===== src/rtl/instr_fetch_sequencer.sv =====
// Fetches one program of DEPTH instructions from the transmitter under credit
// control, buffers them in a skid FIFO and streams them out over valid/ready.
module instr_fetch_sequencer #(
  parameter int IWIDTH     = 32,
  parameter int DEPTH      = 36,
  parameter int FIFO_DEPTH = 4,
  parameter int CWIDTH     = $clog2(DEPTH + 1)
) (
  input  logic              f_clk,
  input  logic              f_rst,
  input  logic              f_i_start,
  output logic              f_o_syn,
  input  logic [IWIDTH-1:0] f_i_instr,
  input  logic              f_i_ack,
  input  logic              f_i_last,
  output logic [IWIDTH-1:0] f_o_instr,
  output logic              f_o_valid,
  input  logic              f_i_ready,
  output logic              f_o_busy,
  output logic              f_o_done,
  output logic              f_o_err,
  output logic [CWIDTH-1:0] f_o_count
);

  localparam int PW = (FIFO_DEPTH > 1) ? $clog2(FIFO_DEPTH) : 1;
  localparam int OW = PW + 1;

  localparam logic [CWIDTH-1:0] DEPTH_C = CWIDTH'(DEPTH);
  localparam logic [CWIDTH-1:0] LAST_C  = CWIDTH'(DEPTH - 1);
  localparam logic [OW-1:0]     FD_CNT  = OW'(FIFO_DEPTH);
  localparam logic [OW:0]       FD_SUM  = (OW + 1)'(FIFO_DEPTH);

  typedef enum logic [1:0] {
    S_IDLE,
    S_FETCH,
    S_DRAIN,
    S_DONE
  } state_t;

  state_t state, state_nxt;

  logic [CWIDTH-1:0] issued;
  logic [CWIDTH-1:0] acked;
  logic [OW-1:0]     outstanding;
  logic [OW-1:0]     fifo_count;
  logic [PW-1:0]     rd_ptr;
  logic [PW-1:0]     wr_ptr;
  logic [IWIDTH-1:0] mem [FIFO_DEPTH];

  logic [OW:0] credit_used;
  logic        start_ok;
  logic        ack_ok;
  logic        fifo_full;
  logic        push;
  logic        pop;
  logic        last_exp;
  logic        err_set;

  // One extra bit so the credit sum can never wrap before the compare.
  assign credit_used = {1'b0, fifo_count} + {1'b0, outstanding};

  assign f_o_valid = (fifo_count != '0);
  assign fifo_full = (fifo_count == FD_CNT);
  assign pop       = f_o_valid && f_i_ready;
  assign ack_ok    = f_i_ack && (outstanding != '0);
  // A full FIFO still accepts a push when the head leaves in the same cycle.
  assign push      = ack_ok && (!fifo_full || pop);
  assign last_exp  = (acked == LAST_C);
  assign start_ok  = (state == S_IDLE) && f_i_start;

  assign err_set = (f_i_ack && (outstanding == '0))
                || (ack_ok && fifo_full && !pop)
                || (ack_ok && (f_i_last != last_exp));

  assign f_o_instr = f_o_valid ? mem[rd_ptr] : '0;

  always_ff @(posedge f_clk) begin
    if (f_rst) begin
      state <= S_IDLE;
    end else begin
      state <= state_nxt;
    end
  end

  // NOTE: every signal written here gets a default first, so no path can
  // leave one unassigned and infer a latch.
  always_comb begin
    state_nxt = state;
    f_o_syn   = 1'b0;
    f_o_busy  = 1'b0;
    f_o_done  = 1'b0;
    case (state)
      S_IDLE: begin
        if (f_i_start) state_nxt = S_FETCH;
      end
      S_FETCH: begin
        f_o_busy = 1'b1;
        f_o_syn  = (issued < DEPTH_C) && (credit_used < FD_SUM);
        if (issued == DEPTH_C) state_nxt = S_DRAIN;
      end
      S_DRAIN: begin
        f_o_busy = 1'b1;
        if (!f_o_valid && (outstanding == '0)) state_nxt = S_DONE;
      end
      S_DONE: begin
        f_o_done  = 1'b1;
        state_nxt = S_IDLE;
      end
      default: state_nxt = S_IDLE;
    endcase
  end

  // NOTE: sequential state uses non-blocking assignments so every register
  // samples the pre-edge values of the others, independent of block order.
  always_ff @(posedge f_clk) begin
    if (f_rst) begin
      issued      <= '0;
      acked       <= '0;
      outstanding <= '0;
      f_o_count   <= '0;
      f_o_err     <= 1'b0;
    end else if (start_ok) begin
      issued      <= '0;
      acked       <= '0;
      outstanding <= '0;
      f_o_count   <= '0;
      f_o_err     <= 1'b0;
    end else begin
      if (f_o_syn) issued <= issued + 1'b1;
      if (ack_ok)  acked  <= acked + 1'b1;
      if (f_o_syn && !ack_ok) begin
        outstanding <= outstanding + 1'b1;
      end else if (!f_o_syn && ack_ok) begin
        outstanding <= outstanding - 1'b1;
      end
      if (pop && (f_o_count != DEPTH_C)) f_o_count <= f_o_count + 1'b1;
      if (err_set) f_o_err <= 1'b1;
    end
  end

  always_ff @(posedge f_clk) begin
    if (f_rst) begin
      rd_ptr     <= '0;
      wr_ptr     <= '0;
      fifo_count <= '0;
    end else begin
      if (push) wr_ptr <= wr_ptr + 1'b1;
      if (pop)  rd_ptr <= rd_ptr + 1'b1;
      if (push && !pop) begin
        fifo_count <= fifo_count + 1'b1;
      end else if (!push && pop) begin
        fifo_count <= fifo_count - 1'b1;
      end
    end
  end

  // NOTE: the storage array is deliberately not reset; the head output is
  // gated by valid, so stale entries are never visible.
  always_ff @(posedge f_clk) begin
    if (push) mem[wr_ptr] <= f_i_instr;
  end

endmodule


===== config.mk =====
export PLATFORM = sky130hd
export DESIGN_NAME = instr_fetch_sequencer
export DESIGN_NICKNAME = d
export VERILOG_FILES = /design/src/rtl/instr_fetch_sequencer.sv
export SDC_FILE = /design/constraint.sdc
export NUM_CORES = 1
export LEC_CHECK = 0
export CAP_MARGIN = 15
export CORE_ASPECT_RATIO = 0.8
export CORE_MARGIN = 1.5
export CORE_UTILIZATION = 40
export CTS_BUF_LIST = sky130_fd_sc_hd__clkbuf_8
export DETAILED_ROUTE_END_ITERATION = 16
export SYNTH_ARGS = -nofsm -noshare
export SYNTH_HDL_FRONTEND = slang
export SYNTH_SLANG_ARGS = --single-unit

===== constraint.sdc =====
create_clock -name f_clk -period 5.95 [get_ports f_clk]
set_clock_uncertainty 0.15 [all_clocks]
set_input_delay 1.19 -clock f_clk [delete_from_list [all_inputs] [get_ports f_clk]]
set_output_delay 1.19 -clock f_clk [all_outputs]
set_load 0.005 [all_outputs]

Word level (Yosys, flattened, before mapping) --
Memory sizes are Yosys's and may differ from the RTL's. A register that Yosys moved wholly into a read port is not among the register bits. Cells that the tools add are included. W data, S select, Z words.
Storage, ports and cells: register bits after elaboration 31, RAM bits 128, input port bits 38, output and inout bits 43, memories kept 1
Memory list:
- mem | depth 4, bits a word 32, rd ports 1, clocked after memory_dff 1, wr ports 1, line 48 | logic [IWIDTH-1:0] mem [FIFO_DEPTH];
Operators by class: add/subtract/negate cells 10, magnitude comparators 2, equality and inequality tests 11, muxes and demuxes 16, reductions and logical operators 33
Operator list (count):
- $mux W32 | 1
- $add A6 B1 Y6 const B | 3
- $logic_and A1 B1 Y1 | 15
- $eq A6 B6 Y1 const B | 2
- $mux W3 | 4
- $mux W2 | 5
- $pmux W2 S4 | 1
- $add A3 B1 Y3 const B | 2
- $logic_not A1 Y1 | 6
- $lt A6 B6 Y1 const B | 1
- $ne A2 B2 Y1 const B | 3
- $ne A6 B6 Y1 const B | 1
- $reduce_bool A3 Y1 | 2
- $sub A3 B1 Y3 const B | 2
- $mux W1 | 5
- $add A2 B1 Y2 const B | 2
- $add A3 B3 Y4 | 1
- $eq A2 B2 Y1 const B | 2
- $lt A4 B3 Y1 const B | 1
- $reduce_bool A2 Y1 | 2
- $reduce_or A2 Y1 | 2
- $eq A3 B3 Y1 const B | 1
- $logic_not A3 Y1 | 1
- $logic_or A1 B1 Y1 | 3
- other kinds (4) | 4

Depth between registers and ports, before layout --
depth after elaboration 8, gate-level depth with buffers 11, gate-level depth less buffers 10

Least setup slack after synthesis --
OpenSTA, ideal clock, no wires.
kind input-to-reg, start input port f_i_ready, end register fifo_count[2], data arrival time 2808 ps, required time 5729 ps, setup slack 2922 ps, cell stages on the path 8, path buffers 0, cell sequence nor4b_1 > nor3b_2 > ha_1 > inv_1 > fa_1 > xor2_1 > or3_1 > a21oi_1
On the way: word-level cells in the longest chain between the ends 6
Ends and longest elaborated chain:
- from (decl) | line 18 | input logic f_i_ready,
- $logic_and A1 B1 Y1 (*) | line 64 | assign pop = f_o_valid && f_i_ready;
- $logic_or A1 B1 Y1 (*) | line 67 | assign push = ack_ok && (!fifo_full || pop);
- $logic_and A1 B1 Y1 (*) | line 67
- via push | line 54 | logic push;
- $logic_not A1 Y1 | line 151 | end else if (!push && pop) begin
- $logic_and A1 B1 Y1 | line 151
- $reduce_bool A2 Y1 (no source line)
- to (signal assigned) | line 150 | fifo_count <= fifo_count + 1'b1;
- to (signal assigned) | line 152 | fifo_count <= fifo_count - 1'b1;
- to (decl) | line 45 | logic [OW-1:0] fifo_count;
Mark *: on every way through the listed nets, which the timed path passes. The rest lies on a longest branch. A chain may end at the register's enable or synchronous reset.

==> impl_metrics.toml <==
[clocking]
cts_tree = "yes"
ctsHoldBuffers = 0
cts_buffers = 17
path_clk_slew_ns = 0.08
cts_setup_buffers = 0
clock_path_buffers = 2
cts_resized = 0
insertion_delay_ns = 0.45
htree_levels = 4
cts-root-buf = "clkbuf_8"
cts_sinks = 161

[place]
port_buffers = 80
routabilityCongestion = 0.712
hpwl_um = 7310
dp_slack_ns = 2.11

[timing]
worst_slack_ns = 1.73
hold_viol_final = 0
setup_viol = 0
rsz0062_at_grt = "no"
fin_crit_ns = 4.22
worstMarginPinSlew_ns = 0.942
drv_slew = 0
fin_tns_setup_ns = 0
timing.fmax_mhz = 237
fin_crit_sh_pct = 70.9
slew_headroom_pct = 36.7

[die]
start_util_pct = 41.2
chipHeight_um = 117
fp.dieW_um = 146
io_pins = 81
core_area_um2 = 15900
die_area_um2 = 17100
core.rowCount = 41

[layout]
post-route-util_pct = 49.9
area_delta_synth_final_pct = 21.2
antenna_cells = 0
nets = 531
drive_gt1_share_pct = 14.6

[routing]
drt-total-wl_um = 12000
antenna_left = 0
drt_iter0_drc = 173
vias = 3487
post-route-drc-count = 0
via_per_inst = 4.97
drt_pass1_iterations = 4
wire_per_inst_um = 17.2

[global_route]
grt_pass1_wl_um = 19000
groute.usage.overall_pct = 15.2
overflow = 0
grt_pass1_vias = 3535
antenna_found_initial = 1
grt_max_degree = 36

[synth]
ys_seq_elements = 161
seq_area_frac_synth_pct = 69.0
avgSynthCellArea_um2 = 16.9
synth.most_common_cell = "edfxtp_1"
async_flop_share_pct = 0
yosysTopAreaCell = "edfxtp_1"
synth_edf_count = 128
syn-instance-count = 387
synth_area_leaders = "edfxtp_1 (59%), mux4_2 (11%), dfxtp_1 (10%)"
ys_warn_count = 0
syn_area_um2 = 6530
synth_top_area_share_pct = 58.9
synth_common_cells = "edfxtp_1 (128), and2_1 (36), dfxtp_1 (33)"
ys.flop_type = "edfxtp_1"
synth_fp_nets = 445
ys_types = 37

[critical_path]
crit_path_max_fanout = 22
worstSetupStartpointType = "flip-flop"
cp-end-kind = "output pin"
path_buf_inv = 2
critical_path.slowest_cell = "dfxtp_2"
path_class = "flip-flop to output pin"
critPathTopFamily = "flip-flops"
critPathArrivalTime_ns = 2.88
rrSetupSlack_ns = 2.88
cp_data_required_time_ns = 4.61
cpPeakStageDelay_ns = 0.87
cp_cell_sequence = "buf_4, mux4_2, and2_1, clkdlybuf4s50_1"

[min_path]
hold_class = "flip-flop to flip-flop"

[power]
ir_drop_v = 0.000225
power.density_nw_per_um2 = 422
total_power_mw = 3.34
p_leak_nw = 2.58

[outcome]
outcome = "finished, final reports clean"

[run]
maxCapViolCount = 0
## logic make-up after synthesis
group,share of synthesized area [%]
flops,69.0
simple gates,8.30
mux,12.0
buf+inv,1.69
xor+xnor,2.82
compound gates,2.20
fa+ha+maj,4.06
## path summary, 6_finish.rpt
kind / to / start / cells after the start
hold / removal: acked[1] / acked[1] / 2
hold reg to reg: acked[1] / acked[1] / 2
setup / recovery: f_o_instr[9] / flip-flop / 4
setup reg to reg: outstanding[2] / fifo_count[2] / 9
## metrics by stage
stage / cell area (um2) / hold WS (ns) / instances
4_1_cts: 7920 / 0.347 / 701
2_1_floorplan: 6530 / 0.304 / 387
6_report: 7920 / 0.355 / 701
5_1_grt: 7920 / 0.393 / 701
3_5_place_dp: 7560 / 0.336 / 669
3_3_place_gp: 7560 / 0.315 / 669
## power breakdown
group / internal [mW] / total (mW) / switching (mW)
Clock: 0.326 / 0.720 / 0.394
Combinational: 0.648 / 1.14 / 0.495
Sequential: 1.36 / 1.48 / 0.119
## cell usage in the layout (no fill, tap or decap), types with 2 or more instances in the layout
master / Yosys / layout
clkdlybuf4s50_1: 0 / 80
edfxtp_1: 128 / 128
nor4b_1: 3 / 3
and3_1: 3 / 3
or3_1: 4 / 4
mux2i_1: 6 / 6
clkinv_1: 0 / 3
nand2_1: 6 / 6
xor2_1: 12 / 12
nand2b_1: 2 / 2
and2_1: 36 / 32
ha_1: 18 / 18
nor2_1: 27 / 27
a21oi_1: 5 / 5
clkinv_4: 0 / 4
buf_4: 0 / 2
fa_1: 2 / 2
inv_1: 13 / 14
nand4_1: 4 / 4
nand3_1: 6 / 6
dfxtp_1: 33 / 31
clkbuf_8: 0 / 17
clkinv_2: 0 / 2
xnor2_1: 9 / 9
o31ai_1: 2 / 2
dfxtp_2: 0 / 2
and2_2: 0 / 4
clkinvlp_4: 0 / 3
a211oi_1: 3 / 3
nor3_1: 5 / 5
o21ai_0: 3 / 3
mux4_2: 32 / 32
## final cells by class
cell class	count	area (um2)
fill	1314	7940
sequential	161	4510
multi-input combinational	198	1920
timing repair buffer	82	816
tap	215	269
clock buffer	17	234
clock inverter	15	121
inverter	13	48.8
## layer usage
layer  up-vias  track usage [%]  routed length (um)
met5         -                0                   0
met4         0             5.51                 169
met3        12             4.46                 523
met2        77             24.1                5590
met1      1761             20.2                5750
li1       1637                -                   -
## registers in the layout, indices dropped and copies added (netlist names), named ones only
name         cells
acked            6
rd_ptr           2
f_o_err          1
outstanding      3
fifo_count       3
issued           6
wr_ptr           2
mem            128
state            2
f_o_count        6
## worst reg2reg max path, stage by stage, from the launching register on
cell and delay, ns:
dfxtp_1 0.43, ha_1 0.26, nor4b_1 0.49, and3_1 0.40, ha_1 0.23, inv_1 0.06, fa_1 0.37, xor2_1 0.16
or3_1 0.32, a21oi_1 0.14
No activity file was read; power rests on OpenSTA's default activity.
